$ cat src/rtl/word_rx_pkg.sv
// word_rx_pkg: shared constants and types for the word_rx serial receiver.
//   - ASCII encodings of the four recognised words and the space terminator
//   - word lengths and word_id encodings
//   - receiver FSM state enum
//   - helpers word_char()/word_len() that look up a word's character or length by id
package word_rx_pkg;

  localparam int NUM_WORDS = 4;

  localparam logic [7:0] ASCII_SPACE = 8'h20;

  // Each word is padded to 16 characters so any 4-bit index stays in range.
  localparam logic [0:15][7:0] WORD_ENG  = {"ENGINEERING", 40'h0};
  localparam logic [0:15][7:0] WORD_ASG  = {"ASSIGNMENT", 48'h0};
  localparam logic [0:15][7:0] WORD_STU  = {"STUDENT", 72'h0};
  localparam logic [0:15][7:0] WORD_FPGA = {"FPGA", 96'h0};

  localparam logic [3:0] LEN_ENG  = 4'd11;
  localparam logic [3:0] LEN_ASG  = 4'd10;
  localparam logic [3:0] LEN_STU  = 4'd7;
  localparam logic [3:0] LEN_FPGA = 4'd4;

  localparam logic [1:0] ID_ENG  = 2'd0;
  localparam logic [1:0] ID_ASG  = 2'd1;
  localparam logic [1:0] ID_STU  = 2'd2;
  localparam logic [1:0] ID_FPGA = 2'd3;

  typedef enum logic [2:0] {IDLE, START, DATA, STOP, BREAK} rx_state_t;

  function automatic logic [7:0] word_char(input logic [1:0] id, input logic [3:0] idx);
    case (id)
      ID_ENG:  return WORD_ENG[idx];
      ID_ASG:  return WORD_ASG[idx];
      ID_STU:  return WORD_STU[idx];
      default: return WORD_FPGA[idx];
    endcase
  endfunction

  function automatic logic [3:0] word_len(input logic [1:0] id);
    case (id)
      ID_ENG:  return LEN_ENG;
      ID_ASG:  return LEN_ASG;
      ID_STU:  return LEN_STU;
      default: return LEN_FPGA;
    endcase
  endfunction

endpackage

$ cat src/rtl/serial_rx.sv
// serial_rx: 8N1 UART receiver with mid-bit sampling.
// Ports:
//   sysclk     system clock
//   rst_n      async active-low reset
//   rx         raw serial line (idle high, asynchronous)
//   data[7:0]  last good byte, held until the next good byte
//   valid      one-cycle pulse when data updates
//   frame_err  one-cycle pulse when the stop bit samples low
//   busy       high while the receiver is not in IDLE
module serial_rx
  import word_rx_pkg::*;
#(
  parameter int CLKS_PER_BIT = 10416
) (
  input  logic       sysclk,
  input  logic       rst_n,
  input  logic       rx,
  output logic [7:0] data,
  output logic       valid,
  output logic       frame_err,
  output logic       busy
);

  localparam logic [15:0] BIT_LAST  = 16'(CLKS_PER_BIT - 1);
  localparam logic [15:0] HALF_LAST = 16'(CLKS_PER_BIT / 2 - 1);

  logic       rx_meta, rxs;
  rx_state_t  state, state_nxt;
  logic [15:0] timer, timer_nxt;
  logic [2:0] bitcnt, bitcnt_nxt;
  logic [7:0] shreg, shreg_nxt, data_nxt;
  logic       valid_nxt, ferr_nxt;

  // 2-flop synchroniser, reset to the idle (high) line level
  always_ff @(posedge sysclk or negedge rst_n) begin
    if (!rst_n) begin
      rx_meta <= 1'b1;
      rxs     <= 1'b1;
    end else begin
      rx_meta <= rx;
      rxs     <= rx_meta;
    end
  end

  always_ff @(posedge sysclk or negedge rst_n) begin
    if (!rst_n) begin
      state     <= IDLE;
      timer     <= '0;
      bitcnt    <= '0;
      shreg     <= '0;
      data      <= '0;
      valid     <= 1'b0;
      frame_err <= 1'b0;
    end else begin
      state     <= state_nxt;
      timer     <= timer_nxt;
      bitcnt    <= bitcnt_nxt;
      shreg     <= shreg_nxt;
      data      <= data_nxt;
      valid     <= valid_nxt;
      frame_err <= ferr_nxt;
    end
  end

  always_comb begin
    state_nxt  = state;
    timer_nxt  = timer + 16'd1;
    bitcnt_nxt = bitcnt;
    shreg_nxt  = shreg;
    data_nxt   = data;
    valid_nxt  = 1'b0;
    ferr_nxt   = 1'b0;
    case (state)
      IDLE: begin
        timer_nxt = '0;
        if (!rxs) state_nxt = START;
      end
      START: begin
        // half a bit in: confirm the start bit is still low
        if (timer == HALF_LAST) begin
          timer_nxt  = '0;
          bitcnt_nxt = '0;
          state_nxt  = rxs ? IDLE : DATA;
        end
      end
      DATA: begin
        if (timer == BIT_LAST) begin
          timer_nxt  = '0;
          shreg_nxt  = {rxs, shreg[7:1]};
          bitcnt_nxt = bitcnt + 3'd1;
          if (bitcnt == 3'd7) state_nxt = STOP;
        end
      end
      STOP: begin
        if (timer == BIT_LAST) begin
          timer_nxt = '0;
          if (rxs) begin
            data_nxt  = shreg;
            valid_nxt = 1'b1;
            state_nxt = IDLE;
          end else begin
            ferr_nxt  = 1'b1;
            state_nxt = BREAK;
          end
        end
      end
      BREAK: begin
        // park until the line releases so a held-low line reports once
        timer_nxt = '0;
        if (rxs) state_nxt = IDLE;
      end
      default: state_nxt = IDLE;
    endcase
  end

  assign busy = (state != IDLE);

endmodule

$ cat src/rtl/word_rx.sv
// word_rx: UART receiver plus fixed-word recogniser.
// Recognises ENGINEERING / ASSIGNMENT / STUDENT / FPGA, each followed by a space.
// Build option: define WORD_RX_MATCH_EN to compile in the word matcher; without it
// word_hit and word_id are tied to 0.
// Ports:
//   sysclk, rst_n       clock, async active-low reset
//   rx                  serial line in
//   data, valid         received byte and its one-cycle strobe
//   frame_err           one-cycle pulse on a bad stop bit
//   busy                receiver not idle
//   word_hit, word_id   one-cycle hit pulse and matched word id (id held afterwards)
module word_rx
  import word_rx_pkg::*;
#(
  parameter int CLKS_PER_BIT = 10416
) (
  input  logic       sysclk,
  input  logic       rst_n,
  input  logic       rx,
  output logic [7:0] data,
  output logic       valid,
  output logic       frame_err,
  output logic       busy,
  output logic       word_hit,
  output logic [1:0] word_id
);

  serial_rx #(.CLKS_PER_BIT(CLKS_PER_BIT)) u_rx (
    .sysclk    (sysclk),
    .rst_n     (rst_n),
    .rx        (rx),
    .data      (data),
    .valid     (valid),
    .frame_err (frame_err),
    .busy      (busy)
  );

`ifdef WORD_RX_MATCH_EN
  logic [3:0]           idx;
  logic [NUM_WORDS-1:0] alive, char_ok, hit_vec;
  logic [1:0]           hit_id;

  // per-word lane: does this byte extend the match, and is the word complete
  for (genvar w = 0; w < NUM_WORDS; w++) begin : g_word
    assign char_ok[w] = (idx < word_len(2'(w))) && (data == word_char(2'(w), idx));
    assign hit_vec[w] = alive[w] && (idx == word_len(2'(w)));
  end

  // lengths are distinct, so at most one lane can hit
  always_comb begin
    hit_id = '0;
    for (int w = 0; w < NUM_WORDS; w++)
      if (hit_vec[w]) hit_id = 2'(w);
  end

  always_ff @(posedge sysclk or negedge rst_n) begin
    if (!rst_n) begin
      idx      <= '0;
      alive    <= '1;
      word_hit <= 1'b0;
      word_id  <= '0;
    end else begin
      word_hit <= 1'b0;
      if (frame_err) begin
        idx   <= '0;
        alive <= '1;
      end else if (valid) begin
        if (data == ASCII_SPACE) begin
          word_hit <= |hit_vec;
          if (|hit_vec) word_id <= hit_id;
          idx   <= '0;
          alive <= '1;
        end else begin
          alive <= alive & char_ok;
          if (idx != 4'hF) idx <= idx + 4'd1;
        end
      end
    end
  end
`else
  assign word_hit = 1'b0;
  assign word_id  = 2'd0;
`endif

endmodule

$ cat config.mk
export PLATFORM = sky130hd
export DESIGN_NAME = word_rx
export DESIGN_NICKNAME = d
export VERILOG_FILES = /design/src/rtl/word_rx_pkg.sv /design/src/rtl/serial_rx.sv /design/src/rtl/word_rx.sv
export SDC_FILE = /design/constraint.sdc
export NUM_CORES = 1
export LEC_CHECK = 0
export CAP_MARGIN = 20
export CORE_MARGIN = 4
export CORE_UTILIZATION = 60
export CTS_BUF_LIST = sky130_fd_sc_hd__clkbuf_8
export CTS_CLUSTER_DIAMETER = 100
export DETAILED_ROUTE_END_ITERATION = 16
export GPL_TIMING_DRIVEN = 0
export PLACE_DENSITY = 0.82
export SLEW_MARGIN = 0
export SYNTH_ARGS = -nofsm -noshare
export SYNTH_HDL_FRONTEND = slang
export SYNTH_SLANG_ARGS = --single-unit
$ cat constraint.sdc
create_clock -name sysclk -period 6.9 [get_ports sysclk]
set_input_delay 1.38 -clock sysclk [delete_from_list [all_inputs] [get_ports sysclk]]
set_output_delay 1.38 -clock sysclk [all_outputs]
set_load 0.05 [all_outputs]
==> results.toml, run 1 <==
[outcome]
outcome = "finished clean"

[drt]
drt_iter0_markers = 77
wl_per_cell_um = 15.1
ant_nets = 0
wirelength_mm = 3.67
drt_pass1_iterations = 6
dr_wl_met2_mm = 1.80
wl_met1_mm = 1.57
vias_per_cell = 5.88
drc = 0
num_vias = 1429
wl_met3_um = 189
top_layer_used = "met4"

[worst_setup_path]
worstSetupPathType = "register to primary output"
worst_setup_path_end_kind = "primary output"
cp_max_fo = 8
slowest_stage = "clkdlybuf4s50_1"
setup.worst_path.start = "u_rx.state[0]"
worstPathRequired_ns = 5.52
crit_path_cell_trace = "clkbuf_1 > inv_1 > nand2_1 > clkdlybuf4s50_1"
crit_buf_inv = 3
cpPeakStageDelay_ns = 0.80
crit_arrival_ns = 1.94
startpoint_type = "register"
r2r-start = "u_rx.timer[0]"
cp_num_cells = 4
r2r_setup_slack_ns = 4.45
path_delay_family = "buffers and inverters"
reg2regPathDepth = 6

[layout]
drive_above_1_share_pct = 19.6
fillCellCount = 219
antenna_cells = 0
area_growth_pct = 16.2
fin_nets = 204
final_common_cell = "dfrtp_1"
final_cell_mix = "dfrtp_1, nor2_1, clkdlybuf4s50_1"
utilization_pct = 74.8

[hold_path]
hold_start = "u_rx.rx_meta"
hold_path_class = "register to register"
hold_depth = 0

[floorplan]
dieArea_mm2 = 0.00435
start_util_pct = 64.4
die-width_um = 65.9
rows = 20
die_y_um = 65.9
ioPinCount = 17
coreArea_mm2 = 0.00313

[power]
p_leak_nw = 1.10
p_int_mw = 0.394
peakVddDrop_uv = 180
p_seq_share_pct = 50.9
switchingPower_mw = 0.0922
pwr-share-clk_pct = 46.9
power_density_mw_per_mm2 = 208
combinationalPowerShare_pct = 2.2
swShare_pct = 19.0

[sta]
skew_ns = 0.0116
drv_slew = 0
tightest_slew_ns = 0.880
period_share_pct = 48.2
rsz0062_at_grt = "no"
setup_viol = 0
max-slew-margin-rel_pct = 41.3
fin_crit_ns = 3.32
fin_tns_setup_ns = 0
fmax_ghz = 0.301
hold_viol = 0

[clocking]
cts_resized = 0
clock_sinks = 42
cts.clk_slew.worst_paths_ns = 0.08
clk_path_buf_depth = 2
clk_latency_ns = 0.29
cts_setup_buffers = 0
cts_tree = "yes"
cts_buffers = 5
h-tree-depth = 2
cts-root-buf = "clkbuf_8"
cts_hold_buf = 0

[grt]
grt_pass1_wl_mm = 6.45
grt_pass1_vias = 1460
antenna_found_initial = 0
grt-ovfl-total = 0
groute.usage.overall_pct = 19.2
grt_max_degree = 43

[logic_synthesis]
yosys.area_share.simple_pct = 19.5
synth_fa_ha_area_share_pct = 1.86
yosysSeqAreaShare_pct = 52.3
synth-compound-area-share_pct = 6.53
syn_area_per_cell_um2 = 11.4
synth.ff_latch_count = 42
yosysWarnings = 0
synthCells = 176
syn_area_mm2 = 0.00201
synth_top_family_by_area = "simple AND/OR/NAND/NOR gates"
muxShareOfSynthArea_pct = 10.4
post_synth_xor_area_fraction_pct = 5.22
ys_types = 44

[placement]
hpwl_mm = 2.60
gp_congestion = 0.905
port_buffers = 13

[job]
drv_cap = 0
[sequential cells by signal, summed over array words and instances, names as in the netlist]
name and flops:
u_rx.shreg 8, u_rx.valid 1, u_rx.rxs 1, u_rx.frame_err 1
u_rx.rx_meta 1, u_rx.bitcnt 3, u_rx.data 8, u_rx.timer 16
u_rx.state 3
[layer usage]
| metal | GRT usage, % | up-vias |
|---|---|---|
| met3 | 4.76 | 15 |
| met2 | 33.0 | 47 |
| li1 | - | 664 |
| met5 | 0 | - |
| met1 | 22.3 | 703 |
| met4 | 9.33 | 0 |
[worst register-to-register path: stages (launching register included)]
cell	delay [ns]
dfrtp_1	0.40
ha_1	0.25
nor4b_1	0.43
nand4_1	0.22
a211oi_2	0.53
clkbuf_1	0.37
nor2_1	0.10
[kinds of logic (layout without fill, tap and decap cells)]
kind of cell	count (synthesis)	count (layout)
flops	42	42
buf+inv	15	36
mux	16	16
xor+xnor	12	12
other cells	1	3
simple gates	69	69
fa+ha+maj	3	3
compound gates	18	18
[Yosys cell counts]
cell      count  area (um2)
nor3b_2       1        12.5
o21bai_1      1        7.51
or2_2         2        12.5
and4bb_2      1        12.5
or4b_1        1        10.0
mux2_2        8        90.1
nor2_1       22        82.6
o21ai_0       1        5.00
buf_4         4        30.0
o21a_1        1        7.51
buf_2         1        5.00
clkbuf_1      4        15.0
or4_1         2        15.0
a311oi_1      1        8.76
ha_1          3        37.5
xnor2_1       9        78.8
o31ai_1       2        15.0
inv_1         5        18.8
dfstp_2       2        52.6
or3_1         1        6.26
nand2b_1      1        6.26
nand4_1       5        31.3
nor3_1        4        20.0
buf_6         1        11.3
dfrtp_1      40        1000
a21boi_0      1        7.51
conb_1        1        3.75
a22oi_1       1        7.51
nor4_4        1        21.3
a211oi_2      1        12.5
xor2_1        3        26.3
nor2b_1       2        12.5
nor4_1        4        25.0
nor4bb_1      1        10.0
and3_1        1        6.26
nand3_1       6        30.0
a41oi_1       1        8.76
a21oi_1       5        25.0
nand2_1       9        33.8
a22o_1        2        17.5
mux2_4        8         120
and4_1        4        35.0
a211o_1       1        8.76
nor4b_1       1        8.76
[power groups by stage]
stage	sequential, mW	clock (mW)	combinational (mW)
6_report	0.247	0.228	0.0105
5_1_grt	0.248	0.243	0.0119
4_1_cts	0.247	0.232	0.0108
3_5_place_dp	0.252	0	0.0108
3_3_place_gp	0.252	0	0.0108
2_1_floorplan	0.252	0	0.00514
[path summary, 6_finish.rpt]
| path | to |
|---|---|
| worst min register to register | u_rx.rxs |
| min in group asynchronous | u_rx.data[3] |
| worst min-delay path | u_rx.rxs |
| worst max-delay path | busy |
| max in group asynchronous | u_rx.state[2] |
| worst max register to register | u_rx.timer[8] |
[per-stage QoR]
| stage | worst slack [ns] | cell area (um2) | instances | power, mW | hold WS, ns |
|---|---|---|---|---|---|
| floorplan | 4.55 | 2020 | 178 | 0.257 | 0.345 |
| global placement | 3.53 | 2210 | 235 | 0.263 | 0.346 |
| detailed placement | 3.92 | 2200 | 235 | 0.263 | 0.347 |
| CTS | 3.59 | 2340 | 243 | 0.490 | 0.362 |
| global route | 3.51 | 2340 | 243 | 0.503 | 0.368 |
| finish | 3.58 | 2340 | 243 | 0.486 | 0.359 |
[layout make-up]
| class | instances | area (um2) | area share [%] |
|---|---|---|---|
| Inverter | 5 | 18.8 | 0.803 |
| Clock buffer | 5 | 68.8 | 2.94 |
| Tap cell | 44 | 55.1 | 2.35 |
| Buffer | 10 | 61.3 | 2.62 |
| Timing Repair Buffer | 13 | 125 | 5.35 |
| Sequential cell | 42 | 1050 | 45.1 |
| Clock inverter | 3 | 68.8 | 2.94 |
| Multi-Input combinational cell | 121 | 887 | 37.9 |
Note: power is estimated with default switching activity, not from simulation.
==> run 2: changes to the inputs <==
--- a/config.mk
+++ b/config.mk
@@ -7,12 +7,12 @@
 export LEC_CHECK = 0
 export CAP_MARGIN = 20
 export CORE_MARGIN = 4
-export CORE_UTILIZATION = 60
+export CORE_UTILIZATION = 54
 export CTS_BUF_LIST = sky130_fd_sc_hd__clkbuf_8
 export CTS_CLUSTER_DIAMETER = 100
 export DETAILED_ROUTE_END_ITERATION = 16
 export GPL_TIMING_DRIVEN = 0
-export PLACE_DENSITY = 0.82
+export PLACE_DENSITY = 0.78
 export SLEW_MARGIN = 0
 export SYNTH_ARGS = -nofsm -noshare
 export SYNTH_HDL_FRONTEND = slang
==> constraint.sdc (replaced) <==
create_clock -name sysclk -period 2.87 [get_ports sysclk]
set_input_delay 0.574 -clock sysclk [delete_from_list [all_inputs] [get_ports sysclk]]
set_output_delay 0.574 -clock sysclk [all_outputs]
set_load 0.05 [all_outputs]
==> run 2 against run 1 <==
Core utilization fell by 8.6 points. Clock skew fell by 0.0069 ns. Design area fell by 1.9%. Via count fell by 0.84%. Power rose by 110%. Hold slack improved by 0.0028 ns. Register-to-register slack got worse by 4.1 ns. Cell count rose by 0.82%. Wire length rose by 2.5%. Non-clock buffer count did not move. Count of clock-buffer cells in the layout did not move. Largest power group unchanged. Highest routed layer unchanged.
==> results.toml, run 2 (synthesized netlist as in run 1, its figures left out) <==
[clocking]
clk_path_buf_depth = 2
cts.clk_slew.worst_paths_ns = 0.08
cts_hold_buf = 0
cts_setup_buffers = 0
h-tree-depth = 2
cts-root-buf = "clkbuf_8"
clock_sinks = 42
cts_buffers = 5
cts_resized = 0
clk_latency_ns = 0.30
cts_tree = "yes"

[sta]
setup_viol = 0
period_share_pct = 87.4
tightest_slew_ns = 0.887
max-slew-margin-rel_pct = 40.9
fin_tns_setup_ns = 0
rsz0062_at_grt = "no"
hold_viol = 0
skew_ns = 0.00464
fin_crit_ns = 2.51
fmax_ghz = 0.399
drv_slew = 0

[hold_path]
hold_start = "u_rx.rx_meta"
hold_path_class = "register to register"
hold_end = "u_rx.rxs"
hold_depth = 0

[drt]
drt_pass1_iterations = 5
num_vias = 1417
wl_per_cell_um = 15.4
ant_nets = 0
drc = 0
wirelength_mm = 3.76
drt_iter0_markers = 123
vias_per_cell = 5.78

[layout]
regMostFlops = "u_rx.timer"
fillCellCount = 282
utilization_pct = 66.1
drive_above_1_share_pct = 19.6
fin_nets = 204
largestRegisters = "u_rx.timer: 16 flops, u_rx.data: 8 flops, u_rx.shreg: 8 flops"
stdcell_area_mm2 = 0.00229
area_growth_pct = 13.9
largest_reg_flops = 16
final_cell_mix = "dfrtp_1, nor2_1, clkdlybuf4s50_1"
antenna_cells = 0
final_common_cell = "dfrtp_1"

[worst_setup_path]
worst_setup_path_end_kind = "primary output"
crit_arrival_ns = 1.93
r2r_setup_slack_ns = 0.37
r2r-start = "u_rx.timer[0]"
cp_max_fo = 8
worstPathRequired_ns = 2.30
worstReg2RegEnd = "u_rx.timer[10]"
worstSetupPathType = "register to primary output"
reg2regPathDepth = 6
startpoint_type = "register"

[floorplan]
die_y_um = 69.1
start_util_pct = 58.0
ioPinCount = 17
dieArea_mm2 = 0.00477
coreArea_mm2 = 0.00347
die-width_um = 69.1
rows = 21

[power]
p_seq_share_pct = 59.6
pwr-share-clk_pct = 37.8
power_density_mw_per_mm2 = 435
switchingPower_mw = 0.228
totalPowerFinal_mw = 0.997
p_leak_nw = 1.08
swShare_pct = 22.9
combinationalPowerShare_pct = 2.6
peakVddDrop_uv = 393
p_int_mw = 0.769

[grt]
grt_pass1_vias = 1394
grt_pass1_wl_mm = 6.42
groute.usage.overall_pct = 16.9
grt_max_degree = 43
grt-ovfl-total = 0
antenna_found_initial = 0

[placement]
postPlaceCellArea_mm2 = 0.00220
port_buffers = 13
hpwl_mm = 2.67
gp_congestion = 0.915

[outcome]
outcome = "finished clean"

[job]
drv_cap = 0
## run 2: cell count changes in the layout (fill, tap and decap cells not counted)
cell / change
clkinv_2: +1
bufinv_16: -2
clkinvlp_4: +1
## run 2: power by group through the flow
stage               clock network [mW]  logic (mW)  registers [mW]
floorplan                            0      0.0124           0.606
global placement                     0      0.0262           0.606
detailed placement                   0      0.0264           0.606
CTS                              0.386      0.0263           0.595
global route                     0.414      0.0290           0.595
finish                           0.377      0.0255           0.595
## run 2: through the flow
stage | hold WS, ns | setup slack [ns] | std cells
2_1_floorplan | 0.278 | 0.705 | 178
3_3_place_gp | 0.346 | 0.289 | 237
3_5_place_dp | 0.355 | 0.428 | 237
4_1_cts | 0.367 | 0.353 | 245
5_1_grt | 0.369 | 0.213 | 245
6_report | 0.362 | 0.362 | 245
## run 2: how the worst max path moves through the flow
stage                  start        endpoint  slack (ns)  depth (start not counted)
2_1_floorplan  u_rx.timer[0]    u_rx.data[0]        0.71                          7
3_3_place_gp           rst_n    u_rx.data[3]        0.29                          1
3_5_place_dp   u_rx.timer[0]  u_rx.timer[10]        0.43                          6
4_1_cts        u_rx.state[0]            busy        0.35                          4
5_1_grt        u_rx.state[0]            busy        0.21                          4
6_report       u_rx.state[0]            busy        0.36                          4
## run 2: final cells by class
cell class	count	area, um2	share of cell area (%)
sequential	42	1050	45.9
multi-input combinational	121	887	38.7
timing repair buffer	13	125	5.46
clock buffer	5	68.8	3.00
buffer	10	61.3	2.67
tap	46	57.6	2.51
clock inverter	3	21.3	0.927
inverter	5	18.8	0.818
## run 2: worst max-delay path: stages (launching register included)
cell and delay, ns:
dfrtp_1 0.33, clkbuf_1 0.27, inv_1 0.16, nand2_1 0.09, clkdlybuf4s50_1 0.79
## run 2: layer usage
metal	up-vias	part of all wire, %	global-route usage, %
met3	12	5.3	5.67
met2	53	48	25.3
li1	660	-	-
met5	-	0	0
met4	0	2.7	8.89
met1	692	44	21.6
